==> config.mk <==
export PLATFORM = sky130hd
export DESIGN_NAME = vector_reverse_arbiter
export DESIGN_NICKNAME = d
export VERILOG_FILES = /design/src/rtl/vector_reverse_arbiter.sv
export SDC_FILE = /design/constraint.sdc
export NUM_CORES = 1
export LEC_CHECK = 0
export CORE_MARGIN = 2
export CORE_UTILIZATION = 41
export DETAILED_ROUTE_END_ITERATION = 16
export HOLD_SLACK_MARGIN = 0.02
export PLACE_DENSITY_LB_ADDON = 0.2
export REMOVE_ABC_BUFFERS = 1
export SYNTH_ARGS = -nofsm -noshare
export SYNTH_HDL_FRONTEND = slang
export SYNTH_SLANG_ARGS = --single-unit
==> constraint.sdc <==
create_clock -name clk -period 3.05 [get_ports clk]
set_input_delay 0.61 -clock clk [delete_from_list [all_inputs] [get_ports clk]]
set_output_delay 0.61 -clock clk [all_outputs]
set_load 0.005 [all_outputs]
==> src/rtl/vector_reverse_arbiter.sv <==
// Round-robin arbiter that shares one registered bit-reverse stage among NUM_REQ
// requesters. One response slot carries the reversed word and its requester ID.
module vector_reverse_arbiter #(
   parameter int NUM_REQ = 4,
   parameter int WIDTH   = 8,
   parameter int ID_W    = 2
) (
   input  logic                     clk,
   input  logic                     rst_n,
   input  logic [NUM_REQ-1:0]       req_valid,
   input  logic [NUM_REQ*WIDTH-1:0] req_data,
   output logic [NUM_REQ-1:0]       req_ready,
   output logic                     rsp_valid,
   output logic [WIDTH-1:0]         rsp_data,
   output logic [ID_W-1:0]          rsp_id,
   input  logic                     rsp_ready,
   output logic [15:0]              served_cnt
);

   typedef enum logic {EMPTY, FULL} slot_state_e;

   slot_state_e      state, next_state;
   logic [ID_W-1:0]  rr_ptr;
   logic [ID_W-1:0]  grant_id;
   logic             accept;
   logic             slot_free;
   logic [WIDTH-1:0] words [NUM_REQ];
   logic [WIDTH-1:0] grant_word;
   logic [WIDTH-1:0] grant_rev;

   for (genvar g = 0; g < NUM_REQ; g++) begin : g_unpack
      assign words[g] = req_data[g*WIDTH +: WIDTH];
   end

   for (genvar b = 0; b < WIDTH; b++) begin : g_reverse
      assign grant_rev[b] = grant_word[WIDTH-1-b];
   end

   // The slot can take a new word when empty or when its current word drains now.
   assign slot_free  = (state == EMPTY) || rsp_ready;
   assign rsp_valid  = (state == FULL);
   assign grant_word = words[grant_id];

   // NOTE: every variable written here gets a default first, so no path can
   // leave it unassigned and infer a latch.
   always_comb begin
      int sum;
      req_ready = '0;
      grant_id  = '0;
      accept    = 1'b0;
      sum       = 0;
      if (rst_n && slot_free) begin
         for (int k = 0; k < NUM_REQ; k++) begin
            sum = int'(rr_ptr) + k;
            if (sum >= NUM_REQ) sum = sum - NUM_REQ;
            if (!accept && req_valid[ID_W'(sum)]) begin
               accept                 = 1'b1;
               req_ready[ID_W'(sum)]  = 1'b1;
               grant_id               = ID_W'(sum);
            end
         end
      end
   end

   always_comb begin
      next_state = state;
      case (state)
         EMPTY:   if (accept) next_state = FULL;
         FULL:    if (rsp_ready && !accept) next_state = EMPTY;
         default: next_state = EMPTY;
      endcase
   end

   // NOTE: sequential state uses non-blocking assignments so every register
   // samples the pre-edge values regardless of statement order.
   always_ff @(posedge clk) begin
      if (!rst_n) state <= EMPTY;
      else        state <= next_state;
   end

   always_ff @(posedge clk) begin
      if (!rst_n) begin
         rsp_data   <= '0;
         rsp_id     <= '0;
         rr_ptr     <= '0;
         served_cnt <= '0;
      end else if (accept) begin
         rsp_data   <= grant_rev;
         rsp_id     <= grant_id;
         rr_ptr     <= (grant_id == ID_W'(NUM_REQ-1)) ? '0 : grant_id + 1'b1;
         served_cnt <= served_cnt + 16'd1;
      end
   end

endmodule

==> run metrics <==
outcome finished clean; P per Cell Area 467 mW/mm²; leakage power 0.00121 µW; Startpoint Class flop; via count 1,995; Tcrit/Tclk final 96.9%; CP Capture Type output pin; fmax 0.339 GHz; GRT Total Usage 20.8%; DIE AREA 0.00536 mm²; worst vdd ir 0.000276 V; hold crit path type reg2reg; Die Width 73.2 µm; initial DRC count 52; register area share after synthesis 29.6%; hold_buf cts 0; library cell with the largest summed area after synthesis dfxtp_1; placed cell areas 0.00279 mm²; Synth Area in XOR/XNOR 4.91%; num rows 25; Post-synth ARST share 0%; top-count cell post-synth dfxtp_1; Synth area leaders dfxtp_1 (30%), mux2i_1 (8.2%), ha_1 (6.4%), nor2_1 (4.2%), a221oi_1 (3.6%); Worst EP required 2.44 ns; Clock transition at path regs 0.06 ns; H-tree depth 2; final hold slack 0.466 ns; antenna cell count 0; design area 0.00298 mm²; final antenna-violating net count 0; Critical Path Fanout Max 4; Slew headroom 58.8%; DRC Markers 0; routed len/inst 14.2 µm; cts bufs inserted 5; Final Critical Period 2.95 ns; count of cell types in the netlist 46; Max Cap Viol 0; DR pass1 iterations 4; Final setup viols 0; Sink Count 29; critical path arrival 2.34 ns; clock root cell clkbuf_8; Most Frequent Cell on Critical Path nor2_1; Layout Nets 354; critical-path cell list inv_1 -> ha_4 -> mux4_2 -> buf_6 -> nor2b_4 -> a22oi_1 -> nor2_1 -> a221oi_1 -> nor2_1 -> clkdlybuf4s15_1; Fin. Hold Viols 0; synth warn 0; Core Area 0.00466 mm²; mux share of post-synthesis cell area 12.2%; Yosys top cell area share 29.6%; Clk Latency, worst-skew pair 0.28 ns; Total Power 1390 µW; Initial Util 42.1%; Mean Syn Cell Area 8.80 µm²; largest family of logic cells by synthesized area simple AND/OR/NAND/NOR gates; Gate Count Post-Synth 223; largest net degree at the start of global routing 20; number of global-route vias before repair 1,859; layout cells sized above 1 14.7%; synthesized area 0.00196 mm²; max incr delay on CP 0.57 ns; initial antenna violation count 0; Post-Synth Adder-Cell Area 6.37%; Worst path slowest cell mux4_2; Die H 73.2 µm; number of synthesized flops with an enable pin 0; Most used DFF post-synth dfxtp_1; worst path bufs/invs 3; io pins 70; GPL Wtd Cong 0.849; Buffers on Ports 69; detailed placer's ending HPWL 3830 µm; post-route setup TNS 0 ns; Synth Area in Simple Gates 22.2%; top post-synthesis cells by count dfxtp_1 (29), nor2_1 (22), mux2i_1 (16); Slew @ Worst Pin 0.614 ns; Post-Route WL 5100 µm; total gr overflow 0; P&R area growth vs syn 51.8%; first-pass GRT wire length 8580 µm; Final Max Slew Viols 0; Avg Vias per Cell 5.54; Compound-Gate Fraction of Synth Area 18.5%; CTS tree yes; clock buffer depth 2; Setup CP Type reg2out; skew final 0.00281 ns; Worst path top cell family by delay multiplexers; FF+latch count, synth 29
cells by family after synthesis:
family / Yosys count
and+or+nand+nor: 82
AOI/OAI and AO/OA: 49
DFF: 29
buffers and inverters: 22
muxes: 20
xor gates and xnor gates: 11
adders and majority gates: 10
layout by cell type, fill, tap and decap left out, types with 8 or more instances in the layout:
cell / Yosys / final
clkdlybuf4s50_1: 0 / 61
dfxtp_1: 29 / 27
nor2_1: 22 / 22
buf_4: 2 / 16
nand2_1: 14 / 14
mux2i_1: 16 / 14
nand3_1: 11 / 11
a21oi_1: 11 / 10
ha_1: 10 / 9
a221oi_1: 8 / 8
sequential cells by signal (all words and copies together) (netlist names):
signal      flops
rsp_data        8
rr_ptr          2
served_cnt     16
rsp_valid       1
rsp_id          2
path summary, 6_finish.rpt:
check	from	to	slack [ns]	cells after the start
worst max-delay path	rr_ptr[0]	req_ready[1]	0.1	10
worst min-delay path	rsp_id[1]	rsp_id[1]	0.47	2
worst max register to register	rr_ptr[0]	rsp_data[2]	0.45	10
worst min register to register	rsp_id[1]	rsp_id[1]	0.47	2
stage by stage:
step	util, %	std cells	setup WS (ns)
floorplan	-	210	-0.0713
global placement	59.9	351	-0.302
detailed placement	59.9	351	-0.382
CTS	62.7	359	-0.100
global route	63.9	360	-0.00634
finish	63.9	360	0.0959
cell type report:
class                      instances  area, µm²
clock buffer                       7       86.3
tap                               54       67.6
timing repair buffer              88        852
inverter                           9       46.3
multi-input combinational        172       1320
sequential                        29        583
fill                             402       1680
clock inverter                     1       30.0
metal layers:
layer  GRT usage, %  vias up  part of all wire (%)  routed length [µm]
li1               -      992                     -                   -
met1           27.1      921                    44                2240
met2           32.5       73                    47                2400
met3           6.63        9                   7.5                 381
met4           6.79        0                   1.4                  72
met5              0        -                     0                   0
what timing repair did:
item                                    4_1_cts  5_1_grt
setup buffers                                 0        1
endpoints found under the setup margin        4        4
resized for setup                             7       20
pin swaps                                     0        2
cloned                                        0        0
worst reg2reg max path, delay by kind of cell (launching register included):
| family | cells | cell delay [ns] |
|---|---|---|
| mux | 2 | 0.81 |
| compound gates | 3 | 0.57 |
| buf+inv | 3 | 0.35 |
| flops | 1 | 0.34 |
| fa+ha+maj | 1 | 0.28 |
| simple gates | 1 | 0.12 |
where the power goes:
part / total (µW) / switching, µW / internal [µW] / leakage (µW)
clock network: 411 / 145 / 266 / 0.0000585
registers: 441 / 22.9 / 418 / 0.000238
logic: 539 / 243 / 296 / 0.000915
total: 1390 / 411 / 980 / 0.00121
(Power assumes the default switching activity.)
